**src/rtl/case_code_encoder_if.sv**
```systemverilog
// Stream interface for case_code_encoder.
//   in_valid / in_ready / in_t        : upstream 3-bit value handshake
//   out_valid / out_ready / out_cond  : downstream 4-bit condition code handshake
// slave  : encoder side (accepts in_t, produces out_cond)
// master : environment side (produces in_t, consumes out_cond)
interface case_code_encoder_if;
   logic       in_valid;
   logic       in_ready;
   logic [2:0] in_t;
   logic       out_valid;
   logic       out_ready;
   logic [3:0] out_cond;

   modport slave (
      input  in_valid, in_t, out_ready,
      output in_ready, out_valid, out_cond
   );

   modport master (
      output in_valid, in_t, out_ready,
      input  in_ready, out_valid, out_cond
   );
endinterface

```
**src/rtl/case_code_encoder.sv**
```systemverilog
// case_code_encoder: encodes a 3-bit value t into a 4-bit condition code
// {~t, 1'b0} through a 2-entry FIFO, and can run a self-check sweep that
// pushes all 8 codes and compares the value returned by the downstream
// decoder (chk_t) CHECK_LAT cycles after each output handshake.
// Ports:
//   clk, reset   : rising-edge clock, synchronous active-high reset
//   bus          : stream interface (slave modport), in_t in / out_cond out
//   sweep_start  : request a sweep (accepted only in IDLE with FIFO empty)
//   sweep_busy   : sweep in progress (SEND or DRAIN)
//   sweep_done   : one-cycle pulse when the sweep completes
//   chk_t        : decoder return value, only looked at during a sweep
//   err_count    : saturating sweep mismatch count
//
// state | meaning
// IDLE  | normal streaming, in_ready may be high
// SEND  | sweep: push t = 7 - i while FIFO has room
// DRAIN | sweep: all 8 pushed, waiting for the remaining checks
// DONE  | sweep finished, sweep_done pulses for one cycle
module case_code_encoder #(
   parameter int CHECK_LAT = 1
) (
   input  logic                 clk,
   input  logic                 reset,
   case_code_encoder_if.slave   bus,
   input  logic                 sweep_start,
   output logic                 sweep_busy,
   output logic                 sweep_done,
   input  logic [2:0]           chk_t,
   output logic [3:0]           err_count
);

   localparam int LAST = CHECK_LAT - 1;

   typedef enum logic [1:0] {IDLE, SEND, DRAIN, DONE} state_t;

   state_t     state, state_nxt;

   logic [2:0] mem [2];
   logic       wr_ptr, rd_ptr;
   logic [1:0] count;
   logic       full, empty;
   logic       ready_en;
   logic       push, pop, ext_push;
   logic [2:0] push_t;
   logic [2:0] head_t;

   logic [2:0] idx;
   logic       sweep_push;
   logic       sweep_accept;

   logic       chk_v  [CHECK_LAT];
   logic [2:0] chk_tq [CHECK_LAT];
   logic       chk_fire;
   logic [3:0] chk_left;
   logic       track;

   assign full   = (count == 2'd2);
   assign empty  = (count == 2'd0);
   assign head_t = mem[rd_ptr];

   // A sweep_start that will be accepted this cycle blocks the external push,
   // so the FIFO only ever holds sweep entries while a sweep runs.
   assign bus.in_ready  = ready_en && (state == IDLE) && !full && !(sweep_start && empty);
   assign bus.out_valid = !empty;
   assign bus.out_cond  = empty ? 4'h0 : {~head_t, 1'b0};

   assign ext_push = bus.in_valid && bus.in_ready;
   assign push     = ext_push || sweep_push;
   assign push_t   = sweep_push ? ~idx : bus.in_t;
   assign pop      = bus.out_valid && bus.out_ready;

   assign track    = pop && sweep_busy;
   assign chk_fire = chk_v[LAST] && sweep_busy;

   always_ff @(posedge clk) begin
      if (reset) begin
         state <= IDLE;
      end else begin
         state <= state_nxt;
      end
   end

   always_comb begin
      state_nxt    = state;
      sweep_push   = 1'b0;
      sweep_accept = 1'b0;
      sweep_busy   = 1'b0;
      sweep_done   = 1'b0;
      case (state)
         IDLE: begin
            if (sweep_start && empty) begin
               sweep_accept = 1'b1;
               state_nxt    = SEND;
            end
         end
         SEND: begin
            sweep_busy = 1'b1;
            if (!full) begin
               sweep_push = 1'b1;
               if (idx == 3'd7) begin
                  state_nxt = DRAIN;
               end
            end
         end
         DRAIN: begin
            sweep_busy = 1'b1;
            if (chk_fire && (chk_left == 4'd1)) begin
               state_nxt = DONE;
            end
         end
         DONE: begin
            sweep_done = 1'b1;
            state_nxt  = IDLE;
         end
         default: state_nxt = IDLE;
      endcase
   end

   // ready_en keeps in_ready low during reset and for no longer than the
   // first cycle after it.
   always_ff @(posedge clk) begin
      if (reset) begin
         ready_en <= 1'b0;
         wr_ptr   <= 1'b0;
         rd_ptr   <= 1'b0;
         count    <= 2'd0;
      end else begin
         ready_en <= 1'b1;
         if (push) begin
            wr_ptr <= ~wr_ptr;
         end
         if (pop) begin
            rd_ptr <= ~rd_ptr;
         end
         case ({push, pop})
            2'b10:   count <= count + 2'd1;
            2'b01:   count <= count - 2'd1;
            default: count <= count;
         endcase
      end
   end

   always_ff @(posedge clk) begin
      if (push) begin
         mem[wr_ptr] <= push_t;
      end
   end

   // Sweep index and remaining-checks down-counter.
   always_ff @(posedge clk) begin
      if (reset) begin
         idx      <= 3'd0;
         chk_left <= 4'd0;
      end else begin
         if (sweep_accept) begin
            idx <= 3'd0;
         end else if (sweep_push) begin
            idx <= idx + 3'd1;
         end
         if (sweep_accept) begin
            chk_left <= 4'd8;
         end else if (chk_fire) begin
            chk_left <= chk_left - 4'd1;
         end
      end
   end

   // Check pipeline: stage 0 captures the popped t; the last stage lines up
   // with the cycle in which the decoder result is due on chk_t.
   always_ff @(posedge clk) begin
      if (reset) begin
         for (int k = 0; k < CHECK_LAT; k++) begin
            chk_v[k]  <= 1'b0;
            chk_tq[k] <= 3'd0;
         end
      end else begin
         chk_v[0]  <= track;
         chk_tq[0] <= head_t;
         for (int k = 1; k < CHECK_LAT; k++) begin
            chk_v[k]  <= chk_v[k-1];
            chk_tq[k] <= chk_tq[k-1];
         end
      end
   end

   always_ff @(posedge clk) begin
      if (reset) begin
         err_count <= 4'd0;
      end else if (sweep_accept) begin
         err_count <= 4'd0;
      end else if (chk_fire && (chk_t != chk_tq[LAST]) && (err_count != 4'd15)) begin
         err_count <= err_count + 4'd1;
      end
   end

endmodule

```
**src/flat_wrapper.sv**
```systemverilog
// flat-port wrapper written by rule: the top's interface ports become plain ports
module case_code_encoder_flat 
#(
   parameter int CHECK_LAT = 1
)
  (clk, reset, sweep_start, sweep_busy, sweep_done, chk_t, err_count, bus_in_valid, bus_in_t, bus_out_ready, bus_in_ready, bus_out_valid, bus_out_cond);
  case_code_encoder_if bus_i ();
  input  logic clk;
  input  logic reset;
  input  logic sweep_start;
  output logic sweep_busy;
  output logic sweep_done;
  input  logic [2:0] chk_t;
  output logic [3:0] err_count;
  input wire logic [$bits(bus_i.in_valid)-1:0] bus_in_valid;
  input wire logic [$bits(bus_i.in_t)-1:0] bus_in_t;
  input wire logic [$bits(bus_i.out_ready)-1:0] bus_out_ready;
  output wire logic [$bits(bus_i.in_ready)-1:0] bus_in_ready;
  output wire logic [$bits(bus_i.out_valid)-1:0] bus_out_valid;
  output wire logic [$bits(bus_i.out_cond)-1:0] bus_out_cond;
  assign bus_i.in_valid = bus_in_valid;
  assign bus_i.in_t = bus_in_t;
  assign bus_i.out_ready = bus_out_ready;
  assign bus_in_ready = bus_i.in_ready;
  assign bus_out_valid = bus_i.out_valid;
  assign bus_out_cond = bus_i.out_cond;
  case_code_encoder #(.CHECK_LAT(CHECK_LAT)) u_core (.clk(clk), .reset(reset), .bus(bus_i), .sweep_start(sweep_start), .sweep_busy(sweep_busy), .sweep_done(sweep_done), .chk_t(chk_t), .err_count(err_count));
endmodule
```
**config.mk**
```make
export PLATFORM = sky130hd
export DESIGN_NAME = case_code_encoder_flat
export DESIGN_NICKNAME = d
export VERILOG_FILES = /design/src/rtl/case_code_encoder_if.sv /design/src/rtl/case_code_encoder.sv /design/src/flat_wrapper.sv
export SDC_FILE = /design/constraint.sdc
export NUM_CORES = 1
export LEC_CHECK = 0
export CELL_PAD_IN_SITES_DETAIL_PLACEMENT = 1
export CELL_PAD_IN_SITES_GLOBAL_PLACEMENT = 1
export CORE_UTILIZATION = 43
export CTS_CLUSTER_DIAMETER = 200
export DETAILED_ROUTE_END_ITERATION = 7
export GPL_TIMING_DRIVEN = 0
export HOLD_SLACK_MARGIN = 0.15
export PLACE_DENSITY = 0.86
export SLEW_MARGIN = 20
export SYNTH_ARGS = -nofsm -noshare
export SYNTH_HDL_FRONTEND = slang
export SYNTH_SLANG_ARGS = --single-unit
```
**constraint.sdc**
```tcl
create_clock -name clk -period 3.4 [get_ports clk]
set_clock_uncertainty 0.2 [all_clocks]
set_input_delay 0.51 -clock clk [delete_from_list [all_inputs] [get_ports clk]]
set_output_delay 0.51 -clock clk [all_outputs]
set_load 0.05 [all_outputs]
```
=== Yosys cells after proc, flatten, opt, wreduce, memory -nomap -nowiden ===
Memories as Yosys holds them, arrays and structs flattened. A register that Yosys moved wholly into a read port is not among the register bits.
Index checks and enable logic that the tools add are counted.

* Muxes and demuxes: 27
* Reduce and logical (&&, ||, !) cells: 24
* Bitwise gates (word level): 4
* Add/subtract/negate cells: 5
* Equal/unequal tests: 14

{| class="wikitable"
|+ Operators by type and width
! operator !! count
|-
| 1-bit 2-to-1 mux || 16
|-
| 4-bit 2-to-1 mux || 3
|-
| 1-bit logical AND || 11
|-
| 2-bit equality test (second input constant) || 4
|-
| 2-bit 2-to-1 mux || 4
|-
| 2-bit one-hot mux with 4 select lines || 1
|-
| 3-bit 2-to-1 mux || 2
|-
| 3-bit NOT || 2
|-
| 4-bit by 1-bit adder with 4-bit output (second input constant) || 1
|-
| 2-bit by 1-bit equality test with 1-bit output (second input constant) || 2
|-
| 4-bit by 1-bit equality test with 1-bit output (second input constant) || 1
|-
| 2-bit logical NOT || 2
|-
| 2-bit by 1-bit != test with 1-bit output (second input constant) || 2
|-
| 2-bit != test (second input constant) || 2
|-
| 4-bit != test (second input constant) || 1
|-
| 2-bit one-hot mux with 2 select lines || 1
|-
| 4-bit AND reduction || 1
|-
| 2-bit nonzero test || 2
|-
| 2-bit OR reduction || 2
|-
| 4-bit by 1-bit subtractor with 4-bit output (second input constant) || 1
|-
| 3-bit by 1-bit adder with 3-bit output (second input constant) || 1
|-
| 3-bit equality test (second input constant) || 1
|-
| 1-bit logical NOT || 3
|-
| 3-bit != test || 1
|-
| 6 further kinds || 7
|}

* Input bits: 11
* Flip-flop bits (word level): 18
* Word-level logic and storage cells: 86
* Memory bits (writable): 10
* Memories: 3
* Output and inout bits: 12

{| class="wikitable"
|+ Memory list
! name !! words !! bits a word !! read ports !! clocked after Yosys merged registers in !! wr ports !! RTL line !! text
|-
| u_core.mem || 2 || 3 || 1 || 1 || 1 || case_code_encoder.sv:38 || <nowiki>logic [2:0] mem [2];</nowiki>
|-
| u_core.chk_tq || 1 || 3 || 1 || 0 || 1 || case_code_encoder.sv:52 || <nowiki>logic [2:0] chk_tq [CHECK_LAT];</nowiki>
|-
| u_core.chk_v || 1 || 1 || 1 || 0 || 1 || case_code_encoder.sv:51 || <nowiki>logic chk_v [CHECK_LAT];</nowiki>
|}

=== Logic depth before layout (Yosys ltp) ===
Gate-level depths: netlist of run 1.

* Depth after elaboration: 8
* Depth in mapped cells: 8
* Gate-level depth less buffers: 8

=== Worst setup path after synthesis of run 1 ===
OpenSTA, ideal clock, no wires.

* Path kind: register to register
* From: reg u_core.state[0]
* To: reg u_core.err_count[3]
* Clock period less this slack: 2.211 ns
* Data required time: 3.129 ns
* Buffers on the path: 1
* Cell stages (with the launch flop): 8
* Library setup time: 0.071 ns
* Data arrival time: 1.940 ns
* Setup slack: 1.189 ns
* Cells stage by stage: dfxtp_1 -> inv_1 -> ha_1 -> and2_1 -> buf_6 -> o311ai_4 -> or3_1 -> a21oi_1

* Longest elaborated chain between the ends: 6
* Elaborated cells between the ends (all ways): 10
* Classes of those cells: eq/ne: 2; mux: 2; reduce/logical: 6

{| class="wikitable"
|+ Ends and longest elaborated chain
! item !! RTL line !! text
|-
| start: declaration || case_code_encoder.sv:36 || <nowiki>state_t state, state_nxt;</nowiki>
|-
| start signal: assignment || case_code_encoder.sv:79 || <nowiki>state <= state_nxt;</nowiki>
|-
| 2-bit by 1-bit equality test with 1-bit output / 2-bit equality test (equally long branches) || case_code_encoder.sv:89 || <nowiki>case (state)</nowiki>
|-
| 2-bit OR reduction (no source line) (*) || - ||
|-
| 1-bit 2-to-1 mux (*) || case_code_encoder.sv:89 ||
|-
| net sweep_busy || flat_wrapper.sv:11 || <nowiki>output logic sweep_busy;</nowiki>
|-
| 1-bit logical AND (*) || case_code_encoder.sv:73 || <nowiki>assign chk_fire = chk_v[LAST] && sweep_busy;</nowiki>
|-
| 1-bit logical AND (*) (2 in series) || case_code_encoder.sv:191 || <nowiki>end else if (chk_fire && (chk_t != chk_tq[LAST]) && (err_count != 4'd15)) begin</nowiki>
|-
| end signal: assignment || case_code_encoder.sv:192 || <nowiki>err_count <= err_count + 4'd1;</nowiki>
|-
| end: declaration || case_code_encoder.sv:29 || <nowiki>output logic [3:0] err_count</nowiki>
|}

The timed path passes the listed nets; every way through them passes the cells marked *.
A chain may end at the register's enable or synchronous reset.

=== Worst setup path after layout of run 1 ===
* From: in sweep_start
* To: out bus_in_ready

* Longest elaborated chain between the ends: 3

{| class="wikitable"
|+ Ends and longest elaborated chain
! item !! RTL line !! text
|-
| start: declaration || flat_wrapper.sv:10 || <nowiki>input logic sweep_start;</nowiki>
|-
| 1-bit logical AND || case_code_encoder.sv:63 || <nowiki>assign bus.in_ready = ready_en && (state == IDLE) && !full && !(sweep_start && empty);</nowiki>
|-
| 1-bit logical NOT || case_code_encoder.sv:63 ||
|-
| 1-bit logical AND || case_code_encoder.sv:63 ||
|-
| end: declaration || flat_wrapper.sv:18 || <nowiki>output wire logic [$bits(bus_i.in_ready)-1:0] bus_in_ready;</nowiki>
|}

No other way between the ends.

==> results of run 1 <==
[final cells by class]
| type | instances | area [um^2] |
|---|---|---|
| repair buffers | 21 | 210 |
| well taps | 44 | 55.1 |
| inverters | 11 | 41.3 |
| clock buffers | 5 | 37.5 |
| fillers | 372 | 1340 |
| plain buffers | 4 | 27.5 |
| flip-flops and latches | 29 | 641 |
| clock inverters | 3 | 17.5 |
| multi-input cells | 98 | 681 |
[sequential cells by signal, summed over array words and instances, names as in the netlist, named ones only]
name / cells
u_core.idx: 3
u_core.rd_ptr: 1
u_core.wr_ptr: 1
u_core.count: 2
u_core.chk_tq: 3
u_core.chk_left: 4
u_core.state: 2
u_core.ready_en: 1
u_core.chk_v: 1
u_core.err_count: 4
u_core.mem: 6
[metal layers]
layer / GRT usage / share of wire / vias up
li1: - / - / 531
met1: 0.217 / 0.41 / 514
met2: 0.356 / 0.53 / 19
met3: 0.0484 / 0.031 / 10
met4: 0.129 / 0.030 / 0
met5: 0 / 0 / -
[through the flow]
step / area (um^2) / power, mW
finish: 1710 / 1.31
global route: 1710 / 1.40
CTS: 1710 / 1.32
detailed placement: 1660 / 1.12
global placement: 1660 / 1.08
floorplan: 1390 / 0.943
[cell usage in the layout (no fill, tap or decap), drive strengths merged, types with 3 or more instances in the layout]
cell	n
a21oi	4
and2	3
buf	3
clkbuf	6
clkdlybuf4s50	21
dfxtp	23
edfxtp	6
ha	11
inv	11
mux2i	7
nand2	11
nand3	4
nor2	16
nor2b	6
o21ai	11
or3	3
xnor2	3
xor2	8
[worst paths after layout]
check                                startpoint               to  slack (ps)  cells past startpoint
worst max-delay path                sweep_start     bus_in_ready         510                      4
worst min register to register  u_core.state[0]  u_core.state[0]         310                      2
worst min-delay path            u_core.state[0]  u_core.state[0]         310                      2
worst max register to register  u_core.state[0]  u_core.count[1]        1060                      7
[cell families after synthesis]
kind of cell	Yosys count	share of synthesized area
AO/OA/AOI/OAI	22	0.114
other	1	0.00270
multiplexers	7	0.0504
buffers and inverters	15	0.0495
adder cells (fa/ha/maj)	11	0.0990
AND/OR/NAND/NOR	46	0.154
flip-flops	29	0.461
XOR/XNOR	11	0.0693
[power by group]
part	switching [mW]	internal, mW
clock network	0.124	0.0777
registers	0.0511	0.442
logic	0.390	0.227
total	0.565	0.748
[critical path, cell delays in order]
cell,delay [ps]
clkdlybuf4s50_1,490
o21bai_1,220
and2_1,160
clkdlybuf4s50_1,790
==> out/results.txt, run 1 <==
arrival time worst endpoint: 2180 ps
PD cells: 767 mW/mm^2
cell accounting for the most synthesized area: dfxtp_1
Antenna Nets Post-Route: 0
Clock Latency Late Sink: 340 ps
Core ar.: 0.00305 mm^2
Primary FF master, synth: dfxtp_1
outcome: complete, no violations
Inst Count DP: 207
Yosys reg bits: 29
first-pass GRT wire length: 4950 um
vias per inst: 5.00
Cell Rows: 20
top-count cell post-synth: dfxtp_1
worst setup margin: 514 ps
Worst VDD drop: 0.331 mV
endpoints failing setup: 0
highest achievable clock rate: 347 MHz
slew margin rel.: 0.643
largest net degree at the start of global routing: 11
fraction of layout cells with a size suffix above 1: 0.0760
post-layout util: 0.560
crit share post-route: 0.849
gr usage total: 0.203
syn nets: 164
Mean Syn Cell Area: 9.79 um^2
Worst Hold Slack: 310 ps
Vias: 1074
clk slew on worst S/H paths: 90 ps
TNS Setup: 0 ps
Final Wtd Congestion: 0.684
Layout area overhead: 23.0%
Antenna Cells: 0
Warnings, synthesis: 0
Static Leak: 0.675 nW
height of the die: 58.9 um
Area contributors post-synth: dfxtp_1 33%, edfxtp_1 13%, ha_1 9.9%
final wirelength: 3020 um
pre-CTS setup slack: 513 ps
full die area: 0.00346 mm^2
CTS Buf Count: 5
CTS tree: done
initial core utilization: 0.455
area share of the largest cell type after synthesis: 0.331
CP Launch Type: input port
final std cells w/o fill: 215
fin nets: 192
initial antenna violation count: 0
Required @ worst endpoint: 2690 ps
Final Slew Violations: 0
post_cts resized: 0
Max-Cap Viols: 0
minimum clock period: 2890 ps
worst hold-check path type: flip-flop to flip-flop
Syn Inst Count: 142
number of global-route vias before repair: 1117
Clock Tree Root: clkbuf_4
crit path capture type: output port
Worst Tran Pin Value: 535 ps
hold buffers post-CTS: 0
number of setup buffers added after CTS: 0
Wirelength per Cell: 14.0 um
CTS max path bufs: 2
number of enable flip-flop cells after synthesis: 6
Synth cell types: 30
DPL Wire Length: 2350 um
clk sinks: 29
DRT Pass-1 Iters: 4
list of most frequent post-synthesis cells: 23 x dfxtp_1, 16 x nor2_1
Top Ports: 23
Max FO, Critical Path: 4
grt total ovfl: 0
Post-synth ARST share: 0
H-tree Lvls: 2
Die Width: 58.9 um
RSZ-0062 raised after global routing: no
Syn Std Cell Area: 0.00139 mm^2
Setup Crit Path Kind: input port to output port
DR DRC count: 0
PortBufs: 21
final hold violations: 0
Initial DRC Count: 44
post-synthesis sequential area ratio: 0.461
Power figures use the tool's default switching activity.
==> run 2, diff against run 1 <==
--- a/config.mk
+++ b/config.mk
@@ -7,12 +7,12 @@
 export LEC_CHECK = 0
 export CELL_PAD_IN_SITES_DETAIL_PLACEMENT = 1
 export CELL_PAD_IN_SITES_GLOBAL_PLACEMENT = 1
-export CORE_UTILIZATION = 43
+export CORE_UTILIZATION = 40
 export CTS_CLUSTER_DIAMETER = 200
 export DETAILED_ROUTE_END_ITERATION = 7
 export GPL_TIMING_DRIVEN = 0
 export HOLD_SLACK_MARGIN = 0.15
-export PLACE_DENSITY = 0.86
+export PLACE_DENSITY = 0.81
 export SLEW_MARGIN = 20
 export SYNTH_ARGS = -nofsm -noshare
 export SYNTH_HDL_FRONTEND = slang
==> constraint.sdc (replaced) <==
create_clock -name clk -period 2.7 [get_ports clk]
set_clock_uncertainty 0.2 [all_clocks]
set_input_delay 0.405 -clock clk [delete_from_list [all_inputs] [get_ports clk]]
set_output_delay 0.405 -clock clk [all_outputs]
set_load 0.05 [all_outputs]
==> out/results.txt, run 2 (synthesized netlist as in run 1, its figures left out) <==
DRT Pass-1 Iters: 3 (-1)
Worst VDD drop: 0.446 mV (+35%)
Largest register FFs: 6 (unchanged)
initial core utilization: 0.417 (-0.0388)
initial antenna violation count: 0 (unchanged)
endpoints failing setup: 0 (unchanged)
grt total ovfl: 0 (unchanged)
commonest non-fill, non-tap cells in the layout: 23 x dfxtp_1, 20 x clkdlybuf4s50_1, 16 x nor2_1
commonest non-fill, non-tap cell in the layout: dfxtp_1
crit-path max cell delay: 830 ps (+40 ps)
Wirelength per Cell: 12.7 um (-9.3%)
DPL Wire Length: 2220 um (-5.5%)
DR DRC count: 0 (unchanged)
design area: 0.00171 mm^2 (-0.22%)
Final Wtd Congestion: 0.754 (+10%)
slowest CP cell: clkdlybuf4s50_1
Tot Pwr: 1.63 mW (+24%)
final hold violations: 0 (unchanged)
Layout area overhead: 22.8%
Max FO, Critical Path: 4 (unchanged)
CTS max path bufs: 2 (unchanged)
CTS tree: done
Clock Tree Root: clkbuf_4
Static Leak: 0.678 nW (+0.37%)
Required @ worst endpoint: 2100 ps (-590 ps)
Vias: 1040 (-3.2%)
DP Area: 0.00166 mm^2 (+0.15%)
number of global-route vias before repair: 1023 (-8.4%)
largest net degree at the start of global routing: 11 (unchanged)
gr usage total: 0.171 (-0.0319)
CP Launch Type: flip-flop
CTS Buf Count: 5 (unchanged)
highest achievable clock rate: 385 MHz
Initial DRC Count: 15 (-66%)
crit path capture type: output port
first-pass GRT wire length: 4400 um (-11%)
Worst Hold Slack: 315 ps (+5.20 ps)
slew margin rel.: 0.652 (+0.00925)
arrival time worst endpoint: 1990 ps (-190 ps)
RSZ-0062 raised after global routing: no
Setup Crit Path Kind: flip-flop to output port
H-tree Lvls: 2 (unchanged)
clk sinks: 29 (unchanged)
PortBufs: 21 (unchanged)
fin nets: 192 (unchanged)
worst-path cell chain: inv_1 -> ha_1 -> clkdlybuf4s50_1
PD cells: 953 mW/mm^2 (+24%)
largest register by flop count: u_core.mem
outcome: complete, no violations
final wirelength: 2760 um (-8.5%)
height of the die: 61.0 um (+3.6%)
Final Slew Violations: 0 (unchanged)
Clock Latency Late Sink: 330 ps (about the same)
Max-Cap Viols: 0 (unchanged)
TNS Setup: 0 ps (unchanged)
Top Ports: 23 (unchanged)
Antenna Nets Post-Route: 0 (unchanged)
crit share post-route: 0.962
fraction of layout cells with a size suffix above 1: 0.0643 (-0.0117)
minimum clock period: 2600 ps
Antenna Cells: 0 (unchanged)
worst hold-check path type: flip-flop to flip-flop
Core ar.: 0.00334 mm^2 (+9.3%)
clk slew on worst S/H paths: 80 ps (about the same)
Die Width: 61.0 um (+3.6%)
vias per inst: 4.79 (-4.1%)
hold buffers post-CTS: 0 (unchanged)
Top Registers: u_core.mem (6), u_core.chk_left (4), u_core.err_count (4)
Cell Rows: 21 (+5.0%)
fillers: 396 (+6.5%)
Worst Tran Pin Value: 516 ps (-19.3 ps)
full die area: 0.00371 mm^2 (+7.2%)
==> run 2: layout make-up <==
class                   count  area, um^2  share of cell area
multi-input cells          98         681               0.399
flip-flops and latches     29         641               0.375
repair buffers             21         209               0.122
well taps                  46        57.6              0.0337
inverters                  11        41.3              0.0242
clock buffers               5        37.5              0.0220
plain buffers               4        27.5              0.0161
clock inverters             3        12.5             0.00733
==> run 2: where the power goes <==
part           internal [mW]  total [mW]  switching (mW)
logic                  0.283       0.770           0.487
clock network         0.0938       0.238           0.145
registers              0.557       0.617          0.0607
==> run 2: final timing paths <==
path,start,endpoint,slack [ps],cells after the start
setup / recovery,u_core.state[1],sweep_busy,100,3
hold / removal,u_core.state[1],u_core.state[1],320,2
setup reg to reg,u_core.state[0],u_core.count[1],340,7
hold reg to reg,u_core.state[1],u_core.state[1],320,2
==> run 2: metrics by stage <==
stage | utilization | std cells | setup WS [ps]
after floorplan | - | 142 | 489
after global placement | 0.497 | 209 | 35.5
after detailed placement | 0.497 | 209 | 25.5
after CTS | 0.511 | 217 | 66.8
after global routing | 0.511 | 217 | 5.42
final | 0.511 | 217 | 104
==> run 2: what timing repair did <==
| action | CTS | global route |
|---|---|---|
| setup endpoints to repair | 1 | 0 |
| resized for setup | 1 | 0 |
| buffers inserted | 0 | 0 |
==> run 2: routing by layer <==
| layer | up-vias | global-route usage | share of wire |
|---|---|---|---|
| li1 | 530 | - | - |
| met1 | 485 | 0.182 | 0.44 |
| met4 | 0 | 0.0974 | 0.023 |
| met5 | - | 0 | 0 |
| met2 | 18 | 0.298 | 0.51 |
| met3 | 7 | 0.0533 | 0.032 |
==> run 2: worst max-delay path, delay by kind of cell (launching register included) <==
kind / cells / cell delay (ps)
DFF: 1 / 390
buffers and inverters: 2 / 930
adders and majority gates: 1 / 340
==> variant 1 (flow settings as in run 2) <==
`CHECK_LAT` is set to 1 in 2 places; all go to 2.
--- a/src/rtl/case_code_encoder.sv
+++ b/src/rtl/case_code_encoder.sv
@@ -17,7 +17,7 @@
 // DRAIN | sweep: all 8 pushed, waiting for the remaining checks
 // DONE  | sweep finished, sweep_done pulses for one cycle
 module case_code_encoder #(
-   parameter int CHECK_LAT = 1
+   parameter int CHECK_LAT = 2
 ) (
    input  logic                 clk,
    input  logic                 reset,
--- a/src/flat_wrapper.sv
+++ b/src/flat_wrapper.sv
@@ -1,7 +1,7 @@
 // flat-port wrapper written by rule: the top's interface ports become plain ports
 module case_code_encoder_flat 
 #(
-   parameter int CHECK_LAT = 1
+   parameter int CHECK_LAT = 2
 )
   (clk, reset, sweep_start, sweep_busy, sweep_done, chk_t, err_count, bus_in_valid, bus_in_t, bus_out_ready, bus_in_ready, bus_out_valid, bus_out_cond);
   case_code_encoder_if bus_i ();
Formal check against the unedited RTL: not equivalent (Yosys sat finds a counterexample within 10 cycles, from zero or initial values and one cycle with reset high).
==> variant 1 against run 2 <==
- synthesized cell count up 8.5%
- critical endpoint unchanged
- sequential cell count grew 4
- first-iteration DRC count grew 110%
- power rose by 27%
- worst setup slack lost 0.035 ns
- critical path type unchanged
- global-route usage up 1.9 points
- synthesized area grew 11%
- clock power increased by 120%
- worst hold slack got worse by 0.077 ns
- routed wire length is 23% higher
- cell area up 13%
==> variant 1: results (changes against run 2) <==
depth of the worst hold-timing path=1 (was 2); # nets final=204 (was 192); status=finished clean (unchanged); initial antenna violation count=0 (unchanged); # port buffers=21 (unchanged); cell family with most CP delay=buffers and inverters (unchanged); root buf cell=clkbuf_8 (was clkbuf_4); R2R Path Start=u_core.state[0] (unchanged); EDFF count, synth=6 (unchanged); most instantiated cells after synthesis=dfxtp_1, nor2_1, ha_1, nor2b_1, nand2_1 (was dfxtp_1, nor2_1); Net Count, Synth=176 (was 164); clk_lat worst skew=0.28 ns (was 0.33 ns); area post-placement=1808 um^2 (was 1658 um^2); FF-to-FF path depth=7 (unchanged); DRT Pass-1 Iters=4 (was 3); peak supply drop=0.0005849 V (was 0.0004460 V); gr usage total=18.95% (was 17.07%); crit path max-delay cell type=clkdlybuf4s50_1 (unchanged); worst endpoint data arrival time=2.03 ns (was 1.99 ns); drt wl/cell=14.72 um (was 12.72 um); Setup CP Type=register to primary output (unchanged); Initial DRC Count=31 (was 15); Worst-path clk slew=0.07 ns; largest buffer count on any clock path=2 (unchanged); number of library cell types mapped by synthesis=39 (was 30); Hold Slack=0.2384 ns (was 0.3153 ns); CP endpoint=sweep_busy (unchanged); worst-path fanout max=5 (was 4); FF-to-FF setup slack=0.33 ns; GP Congestion=0.7376 (was 0.7535); FFs w/ async S/R, synth=0% (unchanged); Synth warnings=0 (unchanged); via/cell ratio=5.052 (was 4.793); Worst slew margin=65.84% (was 65.23%); CTS buffer count=5 (unchanged); max incr delay on CP=0.85 ns (was 0.83 ns); H-tree levels=2 (unchanged); Final HPWL DP=2597 um (was 2224 um); first-pass GRT wire length=5837 um (was 4395 um); Primary FF master, synth=dfxtp_1 (unchanged); Regs by FF count=u_core.chk_tq x6, u_core.mem x6 (was u_core.mem x6, u_core.chk_left x4, u_core.err_count x4); Synth area leaders=dfxtp_1, edfxtp_1, ha_1 (unchanged); post-synthesis sequential area ratio=46.87% (was 46.08%); Hold Startpoint=u_core.chk_tq[0][1] (was u_core.state[1]); Leak=0.7668 nW (was 0.6775 nW); share of cells above drive strength 1=9.836% (was 6.433%); number of global-route vias before repair=1277 (was 1023); Cell Int Power=1.272 mW (was 0.9335 mW); hold endpoint=u_core.chk_tq[0][4] (was u_core.state[1]); largest net degree at the start of global routing=12 (was 11); worst r2r dst=u_core.count[1] (unchanged)
## variant 1: cell types whose count changed after synthesis, moves of 3 or more
cell,before,now
a21oi_1,4,7
nor2b_1,6,11
o21ai_0,11,8
dfxtp_1,23,27
inv_1,11,8
## variant 1: layout make-up
cell class	count	area (um^2)
clock buffers	6	93.84
inverters	8	30.03
multi-input cells	109	755.7
clock inverters	2	35.03
well taps	48	60.06
flip-flops and latches	33	720.7
plain buffers	4	31.28
fillers	425	1725
repair buffers	21	209.0
## variant 1: power by group through the flow
stage	logic [mW]	registers, mW	clock network, mW
floorplan	0.618	0.692	0
finish	0.853	0.702	0.515
global route	0.925	0.716	0.549
CTS	0.861	0.703	0.528
detailed placement	0.847	0.714	0
global placement	0.802	0.702	0
## variant 1: cell families (layout without fill, tap and decap cells)
kind of cell / count (synthesis) / after routing / share of synthesized area (%)
compound gates: 22 / 22 / 9.440
xor+xnor: 10 / 10 / 5.696
fa+ha+maj: 11 / 11 / 8.950
buf+inv: 12 / 41 / 3.986
flops: 33 / 33 / 46.87
mux: 6 / 6 / 3.906
other cells: 1 / 1 / 0.2439
simple gates: 59 / 59 / 20.91
## variant 1: timing repair
item	CTS	global route
hold buffers	0	0
setup buffers	0	0
endpoints found under the setup margin	1	0
gates resized for setup	1	0
## variant 1: metal layers
layer  track usage, %  wire length (um)  vias up
li1                 -                 -      574
met1            18.95              1345      570
met2            37.37              1939       18
met3            3.750                78        5
met4            7.670                36        0
met5                0                 0        -
## variant 1: metrics by stage
stage / util (%) / worst slack, ns / std cells
3_3_place_gp: 49.38 / 0.06317 / 223
5_1_grt: 52.87 / 0.01101 / 231
4_1_cts: 52.87 / 0.07400 / 231
6_report: 52.87 / 0.06861 / 231
3_5_place_dp: 49.38 / 0.06772 / 223
2_1_floorplan: - / 0.4186 / 154
==> variant 2 (flow settings as in run 2) <==
Made on the original files. Encoding of `state_t`: now one-hot (4 bits for 4 states).
--- a/src/rtl/case_code_encoder.sv
+++ b/src/rtl/case_code_encoder.sv
@@ -31,7 +31,7 @@
 
    localparam int LAST = CHECK_LAT - 1;
 
-   typedef enum logic [1:0] {IDLE, SEND, DRAIN, DONE} state_t;
+   typedef enum logic [3:0] {IDLE = 4'b0001, SEND = 4'b0010, DRAIN = 4'b0100, DONE = 4'b1000} state_t;
 
    state_t     state, state_nxt;
 
Behaviour: same outputs for any inputs over 10 cycles, from zero or initial values and one cycle with reset high; not proved beyond that.
==> variant 2 against run 2 <==
- utilization is 4.3 points higher
- power is 9.0% lower
- sequential cell count is 2 higher
- maximum frequency decreased by 1.3%
- synthesized area up 6.6%
- critical path depth is 1 lower
- routed wire length increased by 22%
- global-route usage rose by 2.1 points
- cell area increased by 12%
- cell count is 9.7% higher
- count of clock-buffer cells in the layout stayed put
- worst setup slack lost 0.035 ns
- highest routed layer unchanged
==> variant 2: results (changes against run 2) <==
first-pass GRT wire length=5934 um (was 4395 um); Hold Startpoint=u_core.idx[1] (was u_core.state[1]); crit path max-delay cell type=clkdlybuf4s50_1 (unchanged); most instantiated cells after synthesis=dfxtp_1, nor2_1, nand2_1 (was dfxtp_1, nor2_1); # nets final=208 (was 192); CTS buffer count=5 (unchanged); drt wl/cell=14.20 um (was 12.72 um); number of flip-flops in the largest register=6 (unchanged); Synth warnings=0 (unchanged); Ant. Diodes=0 (unchanged); worst endpoint data arrival time=2.03 ns (was 1.99 ns); FFs w/ async S/R, synth=0% (unchanged); sequential power=0.558 mW (was 0.617 mW); Clk pwr share=30.0% (was 14.7%); Post-Syn Area per Cell=9.201 um^2 (was 9.789 um^2); post-synthesis sequential area ratio=45.95% (was 46.08%); worst-path fanout max=8 (was 4); area post-placement=1755 um^2 (was 1658 um^2); Cell Int Power=0.9747 mW (was 0.9335 mW); gr usage total=19.14% (was 17.07%); Power Clock=0.443 mW (was 0.238 mW); share of cells above drive strength 1=11.98% (was 6.433%); Synth area leaders=dfxtp_1, edfxtp_1, xor2_1 (was dfxtp_1, edfxtp_1, ha_1); DRT Pass-1 Iters=4 (was 3); status=finished clean (unchanged); GP Congestion=0.7779 (was 0.7535); DR vias=1249 (was 1040); Initial DRC Count=37 (was 15); R2R Path Start=u_core.state[3] (was u_core.state[0]); slew of the pin with the lowest slew margin=0.7480 ns (was 0.5161 ns); Worst-path clk slew=0.07 ns; placed cell count=228 (was 209); Leak=0.7839 nW (was 0.6775 nW); clk_lat worst skew=0.28 ns (was 0.33 ns); largest net degree at the start of global routing=11 (unchanged); Multi-input gate area=765.7 um^2 (was 680.7 um^2); Net Count, Synth=178 (was 164); via/cell ratio=5.248 (was 4.793); number of global-route vias before repair=1318 (was 1023); max incr delay on CP=0.84 ns; final-layout fill cell count=382 (was 396); largest buffer count on any clock path=2 (unchanged); HP Class=register to register (unchanged); peak supply drop=0.0005130 V (was 0.0004460 V); cell family with most CP delay=buffers and inverters (unchanged); initial antenna violation count=0 (unchanged); FF-to-FF setup slack=0.12 ns (was 0.34 ns); Hold Slack=0.2819 ns (was 0.3153 ns); root buf cell=clkbuf_8 (was clkbuf_4); number of library cell types mapped by synthesis=37 (was 30); Final HPWL DP=2514 um (was 2224 um); H-tree levels=2 (unchanged)
variant 2: layout make-up:
| cell class | instances | area share (%) |
|---|---|---|
| multi-input cells | 114 | 40.13 |
| flip-flops and latches | 31 | 35.67 |
| repair buffers | 23 | 11.93 |
| clock buffers | 5 | 3.607 |
| well taps | 46 | 3.016 |
| clock inverters | 3 | 2.033 |
| plain buffers | 8 | 2.033 |
| inverters | 8 | 1.574 |
variant 2: logic make-up (layout without fill, tap and decap cells):
| group | count (synthesis) | in the layout | share of synthesized area, % |
|---|---|---|---|
| compound gates | 25 | 25 | 9.375 |
| xor+xnor | 11 | 11 | 6.504 |
| fa+ha+maj | 6 | 6 | 5.067 |
| buf+inv | 16 | 47 | 4.646 |
| flops | 31 | 31 | 45.95 |
| mux | 4 | 4 | 2.703 |
| other cells | 1 | 1 | 0.2531 |
| simple gates | 67 | 67 | 25.51 |
variant 2: per-layer routing:
metal | vias up | GRT usage, % | share of wire, %
met4 | 0 | 5.523 | 1.2
li1 | 616 | - | -
met5 | - | 0 | 0
met2 | 26 | 34.78 | 50
met3 | 5 | 4.562 | 3.5
met1 | 602 | 22.01 | 46
variant 2: through the flow:
stage	setup WS (ns)	TNS (ns)
after floorplan	0.06452	0
after global placement	-0.1343	-0.1343
after detailed placement	-0.1365	-0.2088
after CTS	-0.09539	-0.1776
after global routing	-0.06020	-0.06137
final	0.06859	0
variant 2: timing repair:
item                       4_1_cts  5_1_grt
gates resized for setup          3       10
setup endpoints to repair        3        6
setup buffers                    0        2
pin swaps                        0        1
variant 2: worst paths after layout:
kind	endpoint	cells past startpoint
min reg2reg	u_core.idx[1]	2
max reg2reg	u_core.count[1]	7
max	sweep_done	2
min	u_core.idx[1]	2
